## config.mk

```make
export PLATFORM = sky130hd
export DESIGN_NAME = rbm_vote_controller
export DESIGN_NICKNAME = d
export VERILOG_FILES = /design/src/rtl/rbm_vote_controller_pkg.sv /design/src/rtl/rbm_vote_controller_argmax_scan.sv /design/src/rtl/rbm_vote_controller.sv
export SDC_FILE = /design/constraint.sdc
export NUM_CORES = 1
export LEC_CHECK = 0
export ABC_AREA = 0
export CORE_MARGIN = 2
export CORE_UTILIZATION = 40
export DETAILED_ROUTE_END_ITERATION = 7
export GPL_ROUTABILITY_DRIVEN = 0
export PLACE_DENSITY = 0.66
export RECOVER_POWER = 100
export SLEW_MARGIN = 25
export SYNTH_ARGS = -nofsm -noshare
export SYNTH_HDL_FRONTEND = slang
export SYNTH_SLANG_ARGS = --single-unit
```

## constraint.sdc

```tcl
create_clock -name clock -period 10.37 [get_ports clock]
set_input_delay 1.5555 -clock clock [delete_from_list [all_inputs] [get_ports clock]]
set_output_delay 1.5555 -clock clock [all_outputs]
set_load 0.01 [all_outputs]
```

## src/rtl/rbm_vote_controller_pkg.sv

```systemverilog
// Shared types and helpers for the RBM vote controller.
// FSM state encodings and the slice offset of a class counter in the packed counts bus.
package rbm_vote_controller_pkg;

    typedef enum logic [2:0] {
        S_IDLE  = 3'd0,
        S_NRST  = 3'd1,
        S_RUN   = 3'd2,
        S_ACCUM = 3'd3,
        S_SCAN  = 3'd4,
        S_DONE  = 3'd5
    } state_t;

    // Class i occupies bits [i*w +: w] of the flat counts bus.
    function automatic int count_lsb(input int idx, input int w);
        return idx * w;
    endfunction

endpackage

```

## src/rtl/rbm_vote_controller_argmax_scan.sv

```systemverilog
// Sequential argmax: one candidate per step, strict compare so ties keep the lowest index.
module rbm_vote_controller_argmax_scan #(
    parameter int VAL_W = 12,
    parameter int IDX_W = 4
) (
    input  logic             clock,
    input  logic             reset,
    input  logic             clear,
    input  logic             step,
    input  logic [VAL_W-1:0] value,
    input  logic [IDX_W-1:0] index,
    output logic [IDX_W-1:0] best_idx,
    output logic [VAL_W-1:0] best_val
);

    // Best-so-far register pair; starts at (0, 0) so an all-zero scan reports class 0.
    always_ff @(posedge clock or negedge reset) begin
        if (!reset) begin
            best_idx <= {IDX_W{1'b0}};
            best_val <= {VAL_W{1'b0}};
        end else if (clear) begin
            best_idx <= {IDX_W{1'b0}};
            best_val <= {VAL_W{1'b0}};
        end else if (step && (value > best_val)) begin
            best_idx <= index;
            best_val <= value;
        end
    end

endmodule

```

## src/rtl/rbm_vote_controller.sv

```systemverilog
// Runs the stochastic RBM for iter_target passes, accumulates per-class votes and reports the argmax.
// Optional build macro RBM_EARLY_STOP_EN ends the inference once any vote count reaches EARLY_THR.
module rbm_vote_controller
    import rbm_vote_controller_pkg::*;
#(
    parameter int OUTPUT_DIM = 10,
    parameter int COUNT_W    = 12,
    parameter int ITER_W     = 10,
    parameter int CLASS_W    = 4,
    parameter int EARLY_THR  = 20
) (
    input  logic                          clock,
    input  logic                          reset,
    input  logic                          start,
    input  logic [ITER_W-1:0]             iter_target,
    output logic                          busy,
    output logic                          net_reset,
    output logic                          net_data_valid,
    input  logic                          net_finish,
    input  logic [OUTPUT_DIM-1:0]         net_spikes,
    output logic [OUTPUT_DIM*COUNT_W-1:0] counts,
    output logic [ITER_W-1:0]             iter_done,
    output logic [CLASS_W-1:0]            winner,
    output logic                          early_stop,
    output logic                          result_valid,
    input  logic                          result_ready
);

    state_t                state_r, state_next_s;
    logic [ITER_W-1:0]     target_r, iter_done_r;
    logic [COUNT_W-1:0]    cnt_r      [OUTPUT_DIM];
    logic [COUNT_W-1:0]    cnt_next_s [OUTPUT_DIM];
    logic [OUTPUT_DIM-1:0] spikes_r;
    logic [CLASS_W-1:0]    scan_idx_r;
    logic                  busy_r, net_reset_r, net_data_valid_r, result_valid_r;
    logic                  last_pass_s, thr_hit_s, scan_last_s, start_ok_s;
    logic [COUNT_W-1:0]    best_val_s;

    assign start_ok_s  = (state_r == S_IDLE) && start;
    assign last_pass_s = ((iter_done_r + ITER_W'(1)) == target_r);
    assign scan_last_s = (scan_idx_r == CLASS_W'(OUTPUT_DIM - 1));

    // Saturating vote update from the spikes captured at the end of RUN, plus threshold detect.
    always_comb begin
        thr_hit_s = 1'b0;
        for (int i = 0; i < OUTPUT_DIM; i++) begin
            if (spikes_r[i] && (cnt_r[i] != {COUNT_W{1'b1}})) begin
                cnt_next_s[i] = cnt_r[i] + COUNT_W'(1);
            end else begin
                cnt_next_s[i] = cnt_r[i];
            end
`ifdef RBM_EARLY_STOP_EN
            if (int'(cnt_next_s[i]) >= EARLY_THR) begin
                thr_hit_s = 1'b1;
            end else begin
                thr_hit_s = thr_hit_s;
            end
`endif
        end
    end

    // Next-state logic.
    always_comb begin
        state_next_s = state_r;
        case (state_r)
            S_IDLE: begin
                if (start) begin
                    state_next_s = (iter_target == {ITER_W{1'b0}}) ? S_DONE : S_NRST;
                end else begin
                    state_next_s = S_IDLE;
                end
            end
            S_NRST:  state_next_s = S_RUN;
            S_RUN:   state_next_s = net_finish ? S_ACCUM : S_RUN;
            S_ACCUM: state_next_s = (last_pass_s || thr_hit_s) ? S_SCAN : S_NRST;
            S_SCAN:  state_next_s = scan_last_s ? S_DONE : S_SCAN;
            S_DONE:  state_next_s = result_ready ? S_IDLE : S_DONE;
            default: state_next_s = S_IDLE;
        endcase
    end

    // State, registered state-decoded outputs and the vote datapath.
    always_ff @(posedge clock or negedge reset) begin
        if (!reset) begin
            state_r          <= S_IDLE;
            busy_r           <= 1'b0;
            net_reset_r      <= 1'b0;
            net_data_valid_r <= 1'b0;
            result_valid_r   <= 1'b0;
            target_r         <= {ITER_W{1'b0}};
            iter_done_r      <= {ITER_W{1'b0}};
            spikes_r         <= {OUTPUT_DIM{1'b0}};
            scan_idx_r       <= {CLASS_W{1'b0}};
            for (int i = 0; i < OUTPUT_DIM; i++) cnt_r[i] <= {COUNT_W{1'b0}};
        end else begin
            state_r          <= state_next_s;
            busy_r           <= (state_next_s != S_IDLE);
            net_reset_r      <= (state_next_s == S_NRST);
            net_data_valid_r <= (state_next_s == S_RUN);
            result_valid_r   <= (state_next_s == S_DONE);
            case (state_r)
                S_IDLE: begin
                    if (start) begin
                        target_r    <= iter_target;
                        iter_done_r <= {ITER_W{1'b0}};
                        for (int i = 0; i < OUTPUT_DIM; i++) cnt_r[i] <= {COUNT_W{1'b0}};
                    end
                end
                S_RUN: begin
                    if (net_finish) spikes_r <= net_spikes;
                end
                S_ACCUM: begin
                    iter_done_r <= iter_done_r + ITER_W'(1);
                    scan_idx_r  <= {CLASS_W{1'b0}};
                    for (int i = 0; i < OUTPUT_DIM; i++) cnt_r[i] <= cnt_next_s[i];
                end
                S_SCAN:  scan_idx_r <= scan_idx_r + CLASS_W'(1);
                default: scan_idx_r <= scan_idx_r;
            endcase
        end
    end

`ifdef RBM_EARLY_STOP_EN
    logic early_stop_r;

    // Sticky until the next accepted start.
    always_ff @(posedge clock or negedge reset) begin
        if (!reset) begin
            early_stop_r <= 1'b0;
        end else if (start_ok_s) begin
            early_stop_r <= 1'b0;
        end else if ((state_r == S_ACCUM) && thr_hit_s) begin
            early_stop_r <= 1'b1;
        end
    end

    assign early_stop = early_stop_r;
`else
    assign early_stop = 1'b0;
`endif

    rbm_vote_controller_argmax_scan #(
        .VAL_W (COUNT_W),
        .IDX_W (CLASS_W)
    ) u_scan (
        .clock    (clock),
        .reset    (reset),
        .clear    (start_ok_s),
        .step     (state_r == S_SCAN),
        .value    (cnt_r[scan_idx_r]),
        .index    (scan_idx_r),
        .best_idx (winner),
        .best_val (best_val_s)
    );

    for (genvar gi = 0; gi < OUTPUT_DIM; gi++) begin : g_pack
        assign counts[count_lsb(gi, COUNT_W) +: COUNT_W] = cnt_r[gi];
    end

    assign busy           = busy_r;
    assign net_reset      = net_reset_r;
    assign net_data_valid = net_data_valid_r;
    assign result_valid   = result_valid_r;
    assign iter_done      = iter_done_r;

endmodule

```

==> metrics.md, run 1 <==
| Metric | Value |
|---|---|
| Status | finished, violations left |
| Failing checks | capacitance limit, slew limit |
| # Post-CTS Setup Buffers | 0 |
| Netlist cell types | 68 |
| Drt total wl | 31,000 µm |
| Slew Viols, Final | 209 |
| DIE HEIGHT | 166 µm |
| Clock share of power | 0.309 |
| NetSw | 813 µW |
| CP bufs+invs | 1 |
| CP Class | reg2reg |
| WL per Instance | 19.8 µm |
| Yosys top cell by area | dfrtp_1 |
| RSZ-0062 raised after global routing | false |
| Antenna Nets Post-Route | 0 |
| Crit path largest cell delay | 1.40 ns |
| Share of cells above drive strength 1 | 0.0795 |
| Initial cell density of the core | 0.404 |
| Critical path peak fanout | 30 |
| Post-Place Worst Slack | 5.88 ns |
| GRT overflow | 0 |
| Endpoints failing setup | 0 |
| Seq cells post-synth | 177 |
| Max Fclk | 0.169 GHz |
| CP required | 10.67 ns |
| Die Area | 27,400 µm² |
| Min cycle time layout | 5.91 ns |
| Reg power frac | 0.405 |
| Syn-to-layout area delta | 23.5% |
| DRT iter0 DRCs | 700 |
| Post-synth top cells | dfrtp_1, nor2_1, nand2_1 |
| Overall routing resource usage | 0.231 |
| Final setup skew | 0.0144 ns |
| Largest net degree at the start of global routing | 100 |
| # fillers | 2,403 |
| CP cell instances | clkbuf_1 > mux4_2 > mux2i_1 > o21ai_0 > ha_1 > nand4_1 > a211o_1 > a31oi_1 > mux2_2 |
| Int Pwr | 1430 µW |
| Max clock buf depth | 2 |
| Mapped Area | 10,400 µm² |
| Post-synth EDFFs | 0 |
| Most common cell in the netlist | dfrtp_1 |
| Slowest cell on the critical path | clkbuf_1 |
| Synthesized instance count | 1,084 |
| Crit. End Element | flip-flop |
| Reg clk slew, reported paths | 0.07 ns |
| Pleak | 0.00573 µW |
| Period utilization | 0.570 |
| Post-synthesis sequential area ratio | 0.424 |
| Synth Net Count | 1,134 |
| H-tree depth | 4 |
| Drt first pass iters | 5 |
| Half-perimeter wire length after placement | 22,200 µm |
| Core footprint | 25,800 µm² |
| CTS tree | built |
| Hold Vio Cnt, Final | 0 |
| Asr flop ratio synth | 1.00 |
| Post-CTS Hold Fix Bufs | 0 |
| Mean post-synth cell area | 9.63 µm² |
| Cell family with most CP delay | compound AO/OA/AOI/OAI gates |
| Port bufs | 162 |
| Power Density | 174 nW/µm² |
| Syn. warnings | 0 |
| Startpoint types | flip-flop |
| Vias per std cell | 5.84 |
| Main area contributors after synthesis | dfrtp_1, mux4_2, xor2_1, nor2_1, nand2_1 |
| Vias in the first global route | 8,780 |
| Worst-Skew Late Latency | 0.43 ns |
| Fin Setup TNS | 0 ns |
| Vias post-DR | 9,150 |
| FF-to-FF setup slack | 4.46 ns |
| Initial antenna violation count | 1 |
| Max-slew headroom at the worst pin | -1.79 |
| Clock Tree Root | clkbuf_16 |
| Nets | 1,270 |
| Yosys top cell area share | 0.424 |
| Inserted Clock Buffers | 17 |
| Max Cap Violations | 5 |
| Boundary Pins | 164 |
| Post-CTS sizing | 0 |
| Combinational power share | 0.286 |
| Final critical-path setup slack | 4.46 ns |
| CTS Sinks | 177 |
| HP Class | reg2reg |
| Chip width | 166 µm |
| DRC | 0 |
| Critical path arrival | 6.21 ns |
| Max VDD drop | 0.133 mV |
| Slew at the pin closest to its max-slew limit | 4.19 ns |
| Switch share | 0.362 |
| Site Rows | 59 |
| Synth Flop Type | dfrtp_1 |
| Global-route wire length before repair | 49,100 µm |
==> stage by stage <==
step	area, µm²	total power, µW	cells	util	hold slack [ns]
2_1_floorplan	10400	1310	1084	-	0.465
3_3_place_gp	12300	1580	1536	0.478	0.481
3_5_place_dp	12400	1590	1536	0.478	0.487
4_1_cts	13000	2280	1567	0.502	0.504
5_1_grt	12900	2360	1567	0.499	0.524
6_report	12900	2240	1568	0.499	0.497
==> cell usage in the layout, fill, tap and decap left out, types with 37 or more instances in the layout <==
cell / synthesis / layout
dfrtp_1: 177 / 177
dlygate4sd3_1: 0 / 140
nor2_1: 107 / 107
nand2_1: 99 / 99
nand3_1: 68 / 67
o21ai_0: 59 / 63
xor2_1: 46 / 46
xnor2_1: 38 / 38
a21oi_1: 38 / 38
nand4_1: 37 / 37
==> power by group through the flow <==
stage | clock network [µW] | logic, µW | registers [µW]
2_1_floorplan | 0 | 423 | 883
3_3_place_gp | 0 | 659 | 918
4_1_cts | 700 | 674 | 909
6_report | 693 | 642 | 908
3_5_place_dp | 0 | 670 | 922
5_1_grt | 727 | 714 | 922
==> final timing paths <==
| check | cells past startpoint | to | startpoint |
|---|---|---|---|
| max in group asynchronous | 2 | counts[44] | reset |
| max reg2reg | 9 | u_scan.best_val[3] | scan_idx_r[0] |
| min in group asynchronous | 1 | counts[102] | reset |
| min | 2 | target_r[8] | target_r[8] |
| max | 9 | u_scan.best_val[3] | scan_idx_r[0] |
| min reg2reg | 2 | target_r[8] | target_r[8] |
==> logic make-up after synthesis <==
| group | Yosys count | synth area share |
|---|---|---|
| AOI/OAI and AO/OA | 203 | 0.134 |
| xor gates and xnor gates | 84 | 0.0704 |
| adders and majority gates | 25 | 0.0300 |
| buffers and inverters | 89 | 0.0338 |
| DFF | 177 | 0.424 |
| muxes | 76 | 0.105 |
| other | 1 | 0.000359 |
| and+or+nand+nor | 429 | 0.202 |
==> sequential cells by signal, indices dropped and copies added, names as in the netlist <==
| signal | flops |
|---|---|
| spikes_r | 10 |
| state_r | 3 |
| scan_idx_r | 4 |
| net_data_valid | 1 |
| iter_done | 10 |
| u_scan.best_val | 12 |
| result_valid | 1 |
| counts | 120 |
| busy | 1 |
| u_scan.best_idx | 4 |
| net_reset | 1 |
| target_r | 10 |
==> final cells by class <==
cell class	count	area, µm²	share of cell area
Clock inverter	8	153	0.0118
Timing Repair Buffer	169	1670	0.129
Antenna cell	1	2.50	0.000194
Tap cell	335	419	0.0325
Sequential cell	177	4430	0.343
Inverter	37	139	0.0108
Clock buffer	23	468	0.0363
Multi-Input combinational cell	818	5620	0.436
==> routing by layer <==
metal	track usage	part of all wire
met1	0.319	0.44
met2	0.373	0.48
met3	0.0400	0.058
met4	0.0690	0.024
met5	0	0
==> tightest hold or removal path, cell delays in order (launching register included) <==
cell and delay, ns:
dfrtp_1 0.36, nand2_1 0.05, nand2_1 0.06
Note: power is estimated with default switching activity, not from simulation.
==> inputs of run 2 (changes only) <==
clock period = 6.2 ns   (was 10.37 ns; I/O delays follow)
==> run 2 against run 1 <==
Effect of this change:
- the flow still finishes with violations (capacitance limit, slew limit)
- non-clock buffer count unchanged
- largest power group unchanged
- worst setup slack worse by 2.9 ns
- register-to-register slack worse by 2.9 ns
- critical endpoint is now u_scan.best_val[9]
- highest routed layer is now met5
==> metrics.md, run 2 (same netlist as run 1, synthesis figures left out) <==
| Metric | Value |
|---|---|
| Post-CTS sizing | 0 (unchanged) |
| CTS Sinks | 177 (unchanged) |
| Chip width | 166 µm (unchanged) |
| Endpoints failing setup | 0 (unchanged) |
| Drt first pass iters | 7 (+2) |
| Post-CTS Hold Fix Bufs | 0 (unchanged) |
| Most common cell after layout, fill and taps aside | dfrtp_1 |
| Overall routing resource usage | 0.239 (+0.00811) |
| DRT iter0 DRCs | 794 (+13%) |
| Clock Tree Root | clkbuf_16 |
| DIE HEIGHT | 166 µm (unchanged) |
| Slowest cell on the critical path | and3_1 |
| Vias per std cell | 5.89 (+0.91%) |
| Max Cap Violations | 4 (-1) |
| Core footprint | 25,800 µm² (unchanged) |
| Crit. End Element | flip-flop |
| Min cycle time layout | 4.63 ns |
| Worst-Skew Late Latency | 0.43 ns (about the same) |
| Antenna Nets Post-Route | 0 (unchanged) |
| Period utilization | 0.747 |
| Final setup skew | 0.0125 ns (-0.00183 ns) |
| Top layer in use | met5 |
| Critical path arrival | 4.95 ns (-1.26 ns) |
| Met1 WL | 14,000 µm (+2.2%) |
| Die Area | 27,400 µm² (unchanged) |
| DRC | 0 (unchanged) |
| Syn-to-layout area delta | 23.4% (about the same) |
| Reg clk slew, reported paths | 0.07 ns (about the same) |
| Half-perimeter wire length after placement | 23,400 µm (+5.2%) |
| Max clock buf depth | 2 (unchanged) |
| Site Rows | 59 (unchanged) |
| Largest net degree at the start of global routing | 84 (-16%) |
| RSZ-0062 raised after global routing | false |
| Status | finished, violations left |
| Pleak | 0.00572 µW (-0.16%) |
| Boundary Pins | 164 (unchanged) |
| Area after DPL | 12,300 µm² (about the same) |
| Port bufs | 162 (unchanged) |
| CP bufs+invs | 2 (+1) |
| Initial cell density of the core | 0.404 (unchanged) |
| Max-slew headroom at the worst pin | -0.390 (+1.40) |
| GRT overflow | 0 (unchanged) |
| Max VDD drop | 0.171 mV (+28%) |
| WL per Instance | 20.6 µm (+4.1%) |
| Startpoint types | input pin |
| Slew at the pin closest to its max-slew limit | 2.08 ns (-2.11 ns) |
| Initial antenna violation count | 2 (+1) |
| Cell family with most CP delay | buffers and inverters |
| Failing checks | capacitance limit, slew limit |
| Share of cells above drive strength 1 | 0.0820 (+0.00244) |
| Fin Setup TNS | 0 ns (unchanged) |
| HP Class | reg2reg |
| Detailed-routed wire length on met2 | 15,400 µm (+3.8%) |
| Max Fclk | 0.216 GHz |
| Crit path largest cell delay | 1.60 ns (+0.20 ns) |
| H-tree depth | 4 (unchanged) |
| Design Area, Final | 12,900 µm² (about the same) |
| Slew Viols, Final | 196 (-6.2%) |
| Vias in the first global route | 8,804 (+0.27%) |
| Commonest non-fill, non-tap cells in the layout | dfrtp_1, dlygate4sd3_1, nor2_1 |
| # Post-CTS Setup Buffers | 0 (unchanged) |
| Drt total wl | 32,300 µm (+4.1%) |
| CP required | 6.52 ns (-4.15 ns) |
| Global-route wire length before repair | 49,900 µm (+1.7%) |
| Vias post-DR | 9,233 (+0.91%) |
| Power Density | 289 nW/µm² (+66%) |
| Nets | 1,270 (unchanged) |
| CTS tree | built |
| Hold Vio Cnt, Final | 0 (unchanged) |
| Critical path peak fanout | 69 (+130%) |
| Inserted Clock Buffers | 17 (unchanged) |
| WL met3 | 2220 µm (+23%) |
| CP cell instances | dlygate4sd3_1 > and3_1 > clkbuf_2 > nor2_1 > mux2_2 |
| CP Class | in2reg |
| Largest register FFs | 120 (unchanged) |
## run 2: layout make-up
class,instances,area [µm²]
fill,2399,12900
multi-input combinational,818,5640
sequential,177,4430
timing repair buffer,169,1660
clock buffer,23,468
tap,335,419
inverter,37,139
clock inverter,8,128
antenna,1,2.50
## run 2: worst paths after layout
kind	from	endpoint	slack, ns	depth (start not counted)
min reg2reg	target_r[9]	target_r[9]	0.50	2
max in group asynchronous	reset	counts[16]	3.70	2
min in group asynchronous	reset	counts[99]	0.55	1
min	target_r[9]	target_r[9]	0.50	2
max	start	u_scan.best_val[9]	1.57	5
max reg2reg	scan_idx_r[0]	u_scan.best_val[8]	1.60	9
## run 2: worst reg2reg max path: cells and delay by family, from the launching register on
kind,cells,cell delay (ns)
DFF,1,1.67
muxes,3,1.23
AOI/OAI and AO/OA,4,1.08
adders and majority gates,1,0.36
and+or+nand+nor,1,0.13
## run 2: through the flow
step	utilization	hold slack [ns]	std cells	power, µW	setup slack [ns]
global placement	0.478	0.484	1536	2650	2.09
detailed placement	0.478	0.487	1536	2680	1.99
floorplan	-	0.465	1084	2190	2.83
global route	0.499	0.519	1567	3920	1.20
CTS	0.501	0.504	1567	3790	1.97
finish	0.499	0.499	1568	3730	1.57
## run 2: layer usage
metal / up-vias / GRT usage
met3: 47 / 0.0460
met1: 4591 / 0.332
met5: - / 0
met2: 351 / 0.378
li1: 4242 / -
met4: 2 / 0.0772
## run 2: power by group
part	switching [µW]	internal, µW
logic	687	393
registers	225	1300
clock network	464	656
total	1380	2350
==> inputs of run 3 (changes only) <==
PLACE_DENSITY = 0.69   (was 0.66)
clock period = 3.8 ns   (was 6.2 ns; I/O delays follow)
==> run 3 against run 2 <==
Effect of this change:
- the flow still finishes with violations (capacitance limit, slew limit)
- die area unchanged
- critical path type unchanged
- combinational power grew 66%
- utilization increased by 0.23 points
- via count is 0.99% higher
- cell count is 0.83% higher
- largest power group unchanged
- flip-flop and latch count did not move
- sequential power grew 63%
- final area is 0.47% higher
- worst setup slack got worse by 1.3 ns
- sequential share of layout area is 0.16 points lower
==> metrics.md, run 3 (same netlist as run 1, synthesis figures left out) <==
| Metric | Value |
|---|---|
| Status | finished, violations left |
| Failing checks | capacitance limit, slew limit |
| CP Class | in2reg |
| WL met3 | 2080 µm (-6.3%) |
| Nets | 1,285 (+1.2%) |
| Fin Hold WS | 0.497 ns (-0.00243 ns) |
| Post-CTS Hold Fix Bufs | 0 (unchanged) |
| GRT overflow | 0 (unchanged) |
| DIE HEIGHT | 166 µm (unchanged) |
| Vias per std cell | 5.90 (+0.16%) |
| Max-slew headroom at the worst pin | -0.531 (-0.141) |
| Share of cells above drive strength 1 | 0.0883 (+0.00630) |
| Core footprint | 25,800 µm² (unchanged) |
| Die Area | 27,400 µm² (unchanged) |
| Max VDD drop | 0.253 mV (+48%) |
| Ant diodes | 0 (-1) |
| Power, Total | 6110 µW (+64%) |
| Min cycle time layout | 3.49 ns |
| Final setup skew | 0.00854 ns (-0.00401 ns) |
| Critical path peak fanout | 13 (-81%) |
| RSZ-0062 raised after global routing | false |
| DRT iter0 DRCs | 828 (+4.3%) |
| Vias post-DR | 9,324 (+0.99%) |
| Detailed-routed wire length on met2 | 15,200 µm (-1.2%) |
| Port bufs | 162 (unchanged) |
| Pleak | 0.00578 µW (+1.0%) |
| Final non-filler cell total | 1,581 (+0.83%) |
| Global-route wire length before repair | 50,500 µm (+1.1%) |
| Hold Vio Cnt, Final | 0 (unchanged) |
| Critical path arrival | 3.78 ns (-1.17 ns) |
| Chip width | 166 µm (unchanged) |
| Post-placement cell count | 1,551 (+0.98%) |
| Largest net degree at the start of global routing | 86 (+2.4%) |
| Half-perimeter wire length after placement | 23,300 µm (-0.38%) |
| Initial cell density of the core | 0.404 (unchanged) |
| Max Fclk | 0.287 GHz |
| Startpoint types | input pin |
| Top layer in use | met4 |
| H-tree depth | 4 (unchanged) |
| Boundary Pins | 164 (unchanged) |
| HP Class | reg2reg |
| Max Cap Violations | 2 (-2) |
| # Post-CTS Setup Buffers | 0 (unchanged) |
| WL per Instance | 20.2 µm (-2.1%) |
| CP required | 4.10 ns (-2.42 ns) |
| Most common cell after layout, fill and taps aside | dfrtp_1 |
| Power Density | 471 nW/µm² (+63%) |
| Antenna Nets Post-Route | 0 (unchanged) |
| Fin Setup TNS | 0 ns (unchanged) |
| Inserted Clock Buffers | 17 (unchanged) |
| Drt total wl | 31,900 µm (-1.3%) |
| Crit. End Element | flip-flop |
| Max clock buf depth | 2 (unchanged) |
| Slew Viols, Final | 97 (-51%) |
| Largest register FFs | 120 (unchanged) |
| Met1 WL | 13,500 µm (-3.0%) |
| Site Rows | 59 (unchanged) |
| Initial antenna violation count | 0 (-2) |
| Commonest non-fill, non-tap cells in the layout | dfrtp_1, dlygate4sd3_1, nor2_1 |
| Slew at the pin closest to its max-slew limit | 2.30 ns (+0.212 ns) |
| Reg clk slew, reported paths | 0.07 ns (about the same) |
| Period utilization | 0.917 |
| Worst-Skew Late Latency | 0.43 ns (about the same) |
| CTS Sinks | 177 (unchanged) |
| Final core utilization | 0.501 (+0.00232) |
| CTS tree | built |
| Vias in the first global route | 9,166 (+4.1%) |
| Clock Tree Root | clkbuf_16 |
| Overall routing resource usage | 0.239 (about the same) |
| Endpoints failing setup | 0 (unchanged) |
| Syn-to-layout area delta | 24.0% |
| DRC | 0 (unchanged) |
| Post-CTS sizing | 0 (unchanged) |
| Drt first pass iters | 5 (-2) |
## run 3: cell count changes in the layout (fill, tap and decap cells not counted), sizes merged
cell | previous run | this run
buf | 4 | 12
clkbuf | 27 | 33
clkinv | 3 | 2
diode | 1 | 0
inv | 37 | 38
## run 3: path summary, 6_finish.rpt
path / from / endpoint / slack [ns] / cells after the start
setup / recovery: start / counts[11] / 0.31 / 7
hold / removal: target_r[2] / target_r[2] / 0.50 / 2
setup reg to reg: scan_idx_r[0] / u_scan.best_val[7] / 0.40 / 10
hold reg to reg: target_r[2] / target_r[2] / 0.50 / 2
max in group asynchronous: reset / target_r[1] / 1.09 / 2
min in group asynchronous: reset / counts[102] / 0.79 / 1
## run 3: final cells by class
cell class	instances	area [µm²]
fill	2356	12900
multi-input combinational	818	5610
sequential	177	4430
timing repair buffer	184	1750
clock buffer	22	474
tap	335	419
inverter	37	139
clock inverter	8	128
## run 3: metal layers
metal,vias to the layer above,global-route usage
li1,4269,-
met1,4606,0.315
met2,378,0.390
met3,71,0.0514
met4,0,0.0858
met5,-,0
## run 3: through the flow
step / cell area, µm² / setup slack [ns]
2_1_floorplan: 10400 / 0.432
3_3_place_gp: 12500 / 0.574
3_5_place_dp: 12500 / 0.508
4_1_cts: 13100 / 0.476
5_1_grt: 13000 / 0.117
6_report: 13000 / 0.314
## run 3: power breakdown
group	total, µW	internal [µW]	switching (µW)	leakage (µW)
sequential	2490	2120	366	0.00241
combinational	1790	652	1130	0.00308
clock	1830	1080	747	0.000289
## run 3: worst max-delay path, cell delays in order
cell and delay, ns:
dlygate4sd3_1 0.60, nor3b_1 0.23, o21ai_0 1.27, clkbuf_1 0.69, nor4_1 0.17, xnor2_1 0.19, nor2_1 0.05
